==> src/rtl/dpsram_arb_if.sv <==
// Requester-side handshake bundle for dpsram_arb.
// Packed per-requester fields, slot i at [i*W +: W].
interface dpsram_arb_if #(
  parameter int NUM_REQ = 3,
  parameter int S_INDEX = 4,
  parameter int WIDTH   = 32
);
  logic [NUM_REQ-1:0]         req_valid;
  logic [NUM_REQ-1:0]         req_we;
  logic [NUM_REQ*S_INDEX-1:0] req_addr;
  logic [NUM_REQ*WIDTH-1:0]   req_wdata;
  logic [NUM_REQ-1:0]         req_ready;
  logic [NUM_REQ-1:0]         rsp_valid;
  logic [NUM_REQ*WIDTH-1:0]   rsp_rdata;

  modport master (
    output req_valid, req_we, req_addr, req_wdata,
    input  req_ready, rsp_valid, rsp_rdata
  );

  modport slave (
    input  req_valid, req_we, req_addr, req_wdata,
    output req_ready, rsp_valid, rsp_rdata
  );
endinterface

==> src/rtl/dpsram_arb.sv <==
// Round-robin arbiter sharing one two-port SRAM among NUM_REQ requesters,
// with same-cycle write-to-read forwarding.
module dpsram_arb #(
  parameter int NUM_REQ = 3,
  parameter int S_INDEX = 4,
  parameter int WIDTH   = 32
) (
  input  logic               clk,
  input  logic               rst,
  dpsram_arb_if.slave        bus,
  output logic               csb0,
  output logic               web0,
  output logic [S_INDEX-1:0] addr0,
  output logic [WIDTH-1:0]   din0,
  input  logic [WIDTH-1:0]   dout0,
  output logic               csb1,
  output logic               web1,
  output logic [S_INDEX-1:0] addr1,
  output logic [WIDTH-1:0]   din1,
  input  logic [WIDTH-1:0]   dout1
);
  localparam int PW = (NUM_REQ > 1) ? $clog2(NUM_REQ) : 1;

  logic [PW-1:0]      ptr;
  logic [PW-1:0]      ptr_nxt;
  logic [PW-1:0]      i0;
  logic [PW-1:0]      i1;
  logic [PW-1:0]      last;
  logic [PW-1:0]      idx;
  logic [PW:0]        sum;
  logic               g0;
  logic               g1;

  logic [S_INDEX-1:0] a [NUM_REQ];
  logic [WIDTH-1:0]   d [NUM_REQ];
  logic [NUM_REQ-1:0] we;

  logic [NUM_REQ-1:0] rg;
  logic [NUM_REQ-1:0] sel_n;
  logic [NUM_REQ-1:0] fwd_n;
  logic [WIDTH-1:0]   fd_n [NUM_REQ];

  logic [NUM_REQ-1:0] vq;
  logic [NUM_REQ-1:0] sel;
  logic [NUM_REQ-1:0] fwd;
  logic [WIDTH-1:0]   fwd_data [NUM_REQ];

  assign we = bus.req_we;

  always_comb begin
    for (int i = 0; i < NUM_REQ; i++) begin
      a[i] = bus.req_addr[i*S_INDEX +: S_INDEX];
      d[i] = bus.req_wdata[i*WIDTH +: WIDTH];
    end
  end

  // Scan from ptr; port 1 skips a write colliding with port 0's write.
  always_comb begin
    g0  = 1'b0;
    g1  = 1'b0;
    i0  = '0;
    i1  = '0;
    sum = '0;
    idx = '0;
    for (int k = 0; k < NUM_REQ; k++) begin
      sum = {1'b0, ptr} + (PW+1)'(k);
      if (sum >= (PW+1)'(NUM_REQ))
        sum = sum - (PW+1)'(NUM_REQ);
      idx = sum[PW-1:0];
      if (!rst && bus.req_valid[idx]) begin
        if (!g0) begin
          g0 = 1'b1;
          i0 = idx;
        end else if (!g1 &&
                     !(we[idx] && we[i0] && a[idx] == a[i0])) begin
          g1 = 1'b1;
          i1 = idx;
        end
      end
    end
  end

  always_comb begin
    bus.req_ready = '0;
    if (g0) bus.req_ready[i0] = 1'b1;
    if (g1) bus.req_ready[i1] = 1'b1;
  end

  assign last = g1 ? i1 : i0;

  always_comb begin
    ptr_nxt = ptr;
    if (g0)
      ptr_nxt = (last == PW'(NUM_REQ-1)) ? '0 : last + 1'b1;
  end

  assign csb0  = !g0;
  assign web0  = g0 ? !we[i0] : 1'b1;
  assign addr0 = g0 ? a[i0] : '0;
  assign din0  = g0 ? d[i0] : '0;
  assign csb1  = !g1;
  assign web1  = g1 ? !we[i1] : 1'b1;
  assign addr1 = g1 ? a[i1] : '0;
  assign din1  = g1 ? d[i1] : '0;

  // Per-slot response bookkeeping for reads granted this cycle.
  always_comb begin
    for (int i = 0; i < NUM_REQ; i++) begin
      rg[i]    = 1'b0;
      sel_n[i] = 1'b0;
      fwd_n[i] = 1'b0;
      fd_n[i]  = '0;
      if (g0 && i0 == PW'(i) && !we[i]) begin
        rg[i]    = 1'b1;
        fwd_n[i] = g1 && we[i1] && a[i1] == a[i];
        fd_n[i]  = fwd_n[i] ? d[i1] : '0;
      end else if (g1 && i1 == PW'(i) && !we[i]) begin
        rg[i]    = 1'b1;
        sel_n[i] = 1'b1;
        fwd_n[i] = we[i0] && a[i0] == a[i];
        fd_n[i]  = fwd_n[i] ? d[i0] : '0;
      end
    end
  end

  always_ff @(posedge clk) begin
    if (rst) begin
      ptr <= '0;
      vq  <= '0;
      sel <= '0;
      fwd <= '0;
      for (int i = 0; i < NUM_REQ; i++)
        fwd_data[i] <= '0;
    end else begin
      ptr <= ptr_nxt;
      vq  <= rg;
      sel <= sel_n;
      fwd <= fwd_n;
      for (int i = 0; i < NUM_REQ; i++)
        fwd_data[i] <= fd_n[i];
    end
  end

  // A read granted just before reset must not surface while rst is high.
  assign bus.rsp_valid = vq & {NUM_REQ{!rst}};

  always_comb begin
    for (int i = 0; i < NUM_REQ; i++) begin
      if (!bus.rsp_valid[i])
        bus.rsp_rdata[i*WIDTH +: WIDTH] = '0;
      else if (fwd[i])
        bus.rsp_rdata[i*WIDTH +: WIDTH] = fwd_data[i];
      else
        bus.rsp_rdata[i*WIDTH +: WIDTH] = sel[i] ? dout1 : dout0;
    end
  end
endmodule

==> src/flat_wrapper.sv <==
// flat-port wrapper written by rule: the top's interface ports become plain ports
module dpsram_arb_flat 
#(
  parameter int NUM_REQ = 3,
  parameter int S_INDEX = 4,
  parameter int WIDTH   = 32
)
  (clk, rst, csb0, web0, addr0, din0, dout0, csb1, web1, addr1, din1, dout1, bus_req_valid, bus_req_we, bus_req_addr, bus_req_wdata, bus_req_ready, bus_rsp_valid, bus_rsp_rdata);
  dpsram_arb_if #(.NUM_REQ(NUM_REQ), .S_INDEX(S_INDEX), .WIDTH(WIDTH)) bus_i ();
  input  logic clk;
  input  logic rst;
  output logic csb0;
  output logic web0;
  output logic [S_INDEX-1:0] addr0;
  output logic [WIDTH-1:0] din0;
  input  logic [WIDTH-1:0] dout0;
  output logic csb1;
  output logic web1;
  output logic [S_INDEX-1:0] addr1;
  output logic [WIDTH-1:0] din1;
  input  logic [WIDTH-1:0] dout1;
  input wire logic [$bits(bus_i.req_valid)-1:0] bus_req_valid;
  input wire logic [$bits(bus_i.req_we)-1:0] bus_req_we;
  input wire logic [$bits(bus_i.req_addr)-1:0] bus_req_addr;
  input wire logic [$bits(bus_i.req_wdata)-1:0] bus_req_wdata;
  output wire logic [$bits(bus_i.req_ready)-1:0] bus_req_ready;
  output wire logic [$bits(bus_i.rsp_valid)-1:0] bus_rsp_valid;
  output wire logic [$bits(bus_i.rsp_rdata)-1:0] bus_rsp_rdata;
  assign bus_i.req_valid = bus_req_valid;
  assign bus_i.req_we = bus_req_we;
  assign bus_i.req_addr = bus_req_addr;
  assign bus_i.req_wdata = bus_req_wdata;
  assign bus_req_ready = bus_i.req_ready;
  assign bus_rsp_valid = bus_i.rsp_valid;
  assign bus_rsp_rdata = bus_i.rsp_rdata;
  dpsram_arb #(.NUM_REQ(NUM_REQ), .S_INDEX(S_INDEX), .WIDTH(WIDTH)) u_core (.clk(clk), .rst(rst), .bus(bus_i), .csb0(csb0), .web0(web0), .addr0(addr0), .din0(din0), .dout0(dout0), .csb1(csb1), .web1(web1), .addr1(addr1), .din1(din1), .dout1(dout1));
endmodule
==> config.mk <==
export PLATFORM = sky130hd
export DESIGN_NAME = dpsram_arb_flat
export DESIGN_NICKNAME = d
export VERILOG_FILES = /design/src/rtl/dpsram_arb_if.sv /design/src/rtl/dpsram_arb.sv /design/src/flat_wrapper.sv
export SDC_FILE = /design/constraint.sdc
export NUM_CORES = 1
export LEC_CHECK = 0
export ABC_AREA = 1
export BUFFER_PORTS_ARGS = -buffer_cell sky130_fd_sc_hd__buf_2
export CAP_MARGIN = 15
export CORE_ASPECT_RATIO = 0.6
export CORE_MARGIN = 3
export CORE_UTILIZATION = 24
export DETAILED_ROUTE_END_ITERATION = 8
export GPL_ROUTABILITY_DRIVEN = 1
export PLACE_DENSITY = 0.5
export SLEW_MARGIN = 15
export SYNTH_ARGS = -nofsm -noshare
export SYNTH_HDL_FRONTEND = slang
export SYNTH_SLANG_ARGS = --single-unit
==> constraint.sdc <==
create_clock -name clk -period 8.9 [get_ports clk]
set_clock_uncertainty 0.15 [all_clocks]
set_input_delay 1.335 -clock clk [delete_from_list [all_inputs] [get_ports clk]]
set_output_delay 1.335 -clock clk [all_outputs]
set_load 0.02 [all_outputs]
==> summary.txt <==
Floorplan
  • DIE HEIGHT: 164.1 um
  • Cell Rows: 57
  • Die area: 44240 um^2
  • Top Ports: 358
  • Core Region: 40790 um^2
  • Starting Density: 0.2452
  • Die width: 269.6 um

Drt
  • Post-DRT Antenna Nets: 0
  • Drc violations: 0
  • Routed Wire Length: 54660 um
  • Via count: 13570
  • Via density: 5.159
  • Drt first-iter violations: 1299
  • Pre-Repair DR Iteration Count: 5
  • WL/cell: 20.77 um

Pwr
  • Worst vdd ir: 176.1 uV
  • PwrDens: 318.9 nW/um^2
  • Leakage: 7.018 nW
  • Power, Total: 3.977 mW

Critical path
  • Arrival @ worst endpoint: 5860 ps
  • Critical path type: register to output port
  • Worst Path Required: 7410 ps
  • CP startpoint kind: register
  • Max FO, Critical Path: 19
  • Worst Setup End Kind: output port

Clock network
  • Hold Buf Count CTS: 0
  • Clock Latency Late Sink: 370 ps
  • Sink Count: 107
  • CTS Buf Count: 9
  • Clock Tree Root: clkbuf_16
  • H-tree levels: 3
  • CTS tree: yes
  • Max Root-Sink Buffers: 2
  • Cts repair resizes: 0
  • Postcts setup bufs: 0
  • Reg clk slew, reported paths: 80 ps

Logic synthesis
  • Prevailing post-synth register cell: dfxtp_1
  • Seq/Total Area, Yosys: 0.2142
  • Top cells by area, synth: dfxtp_1 21%, inv_1 14%, o21ai_0 14%
  • Mapped Avg Cell Area: 5.529 um^2
  • Syn Nets: 1992
  • Seq cells post-synth: 107
  • Post-synthesis cell type count: 37
  • Synth async-reset ratio: 0
  • Mapped Area: 10000 um^2
  • EDFF count, synth: 0
  • Post-synth top area share: 0.2142
  • Post-Syn Instances: 1809
  • YS warnings: 0
  • Largest area contributor in the netlist: dfxtp_1

Global route
  • First-pass GRT wire length: 80470 um
  • Vias in the first global route: 13220
  • Initial antenna violation count: 3
  • Largest net degree at the start of global routing: 65
  • Grt total ovfl: 0
  • Tot GR Track Use: 0.2386

Placed design
  • Worst slack at placement: 1843 ps
  • Port-buffer cells: 357
  • Routability Congestion: 0.9178
  • Post-Place Cells: 2613
  • Placed cell area: 12170 um^2
  • Hpwl dp: 41010 um

STA
  • Hold Vio Cnt, Final: 0
  • Final setup TNS: 0 ps
  • RSZ-0062 raised after global routing: false
  • Final min period: 7349 ps
  • Achievable Freq: 0.1361 GHz
  • Final WS setup: 1551 ps
  • Slew @ Worst Pin: 1294 ps
  • Final setup fails: 0
  • Tcrit/Tclk final: 0.8258
  • Hold slack final: 362.3 ps
  • Pins Over Slew Limit: 0
  • Slew headroom: 0.1354

Layout
  • Final std cells w/o fill: 2631
  • Layout cells sized above 1: 0.2122
  • Multi-input logic area: 5952 um^2
  • Final Instance Area: 12470 um^2
  • Reg area: 2152 um^2
  • Fin util: 0.3057
  • Filler cell count: 4790
  • Synthesis-to-layout area growth: 24.69%
  • Fin nets: 2247

Run status
  • Status: finished clean

Run
  • Max Cap Violations: 0

Hold path
  • Worst Hold Class: register to register
[registers in the layout (all words and copies together), names as in the netlist]
signal,count
u_core.sel,3
u_core.fwd_data,96
u_core.fwd,3
u_core.vq,3
u_core.ptr,2
[Yosys cell counts (2+ instances only)]
cell type,n
inv_1,368
nand2_1,355
o21ai_0,276
nand3_1,145
a21oi_1,119
dfxtp_1,107
nor2_1,105
clkbuf_1,82
nand4_1,66
o221ai_1,39
buf_2,25
a22oi_1,24
buf_1,12
inv_2,11
buf_4,7
nand2_2,7
o21a_1,7
o21ai_1,7
nor2_2,6
xor2_1,6
buf_6,3
clkinv_1,3
ha_1,3
nor2_4,3
o21ai_2,3
o22ai_1,3
a31oi_1,2
nor3_1,2
nor3_2,2
o2111ai_1,2
o211ai_1,2
xor2_2,2
[routing by layer]
layer	up-vias	GRT usage	part of all wire
met2	707	0.3899	0.44
met3	102	0.05052	0.085
met4	0	0.09527	0.041
met5	-	0	0
met1	6412	0.3084	0.43
li1	6353	-	-
[logic make-up (layout without fill, tap and decap cells)]
| family | Yosys count | count (layout) | share of synthesized area |
|---|---|---|---|
| xor+xnor | 8 | 8 | 0.008506 |
| other cells | 0 | 2 | 0 |
| simple gates | 694 | 694 | 0.3049 |
| fa+ha+maj | 3 | 3 | 0.003753 |
| buf+inv | 512 | 772 | 0.2003 |
| flops | 107 | 107 | 0.2142 |
| compound gates | 485 | 485 | 0.2685 |
[cell type report]
class	instances	share of cell area
clock inverters	6	0.004414
repair buffers	374	0.1551
inverters	382	0.1150
diodes	2	0.0004013
flip-flops and latches	107	0.1726
clock buffers	10	0.01916
multi-input cells	1190	0.4772
well taps	560	0.05618
[critical path, stage by stage, from the launching register on]
cell     delay [ps]
dfxtp_1         390
inv_1            60
ha_1            550
inv_2           430
nand2_1         120
nand2_1          80
nand2_1          70
nor2_1          160
nand3_2         250
nand2_2         230
nand2_1          70
o21ai_1          80
nand2_1          80
nand3_1          90
nand2_1          50
nor2_1          190
nand2_1         120
nand2_1          70
nand2_1         140
nand3_4         320
nand2_1         200
inv_1           600
buf_4           360
a22oi_1          80
o21ai_0         260
inv_1           100
nor2_1          120
buf_2           190
[where the power goes]
part	total, mW	switching, mW	internal [mW]
Clock	0.403	0.199	0.204
Sequential	0.551	0.0438	0.508
Combinational	3.02	2.28	0.743
Total	3.98	2.52	1.45
[worst paths after layout]
kind,from,end,slack [ps],cells after the start
worst max register to register,u_core.ptr[0],u_core.fwd_data[0][77],2480,25
worst min-delay path,u_core.ptr[0],u_core.ptr[0],360,2
worst max-delay path,u_core.ptr[0],din1[6],1550,27
worst min register to register,u_core.ptr[0],u_core.ptr[0],360,2
[placed cells by master (no fill, tap or decap), drive strengths merged]
cell type,Yosys,layout
diode,0,2
a22oi,24,24
ha,3,3
dfxtp,107,107
o21ai,286,286
o211ai,2,2
nand3,147,147
nor3,4,4
clkinvlp,0,1
o221ai,39,39
buf,47,374
clkinv,3,5
xor2,8,8
a31oi,2,2
a21oi,120,120
nand2,363,363
o21a,7,7
o22ai,3,3
clkbuf,83,10
nor2,114,114
nand4,66,66
inv,379,382
o2111ai,2,2
Power figures use the tool's default switching activity.
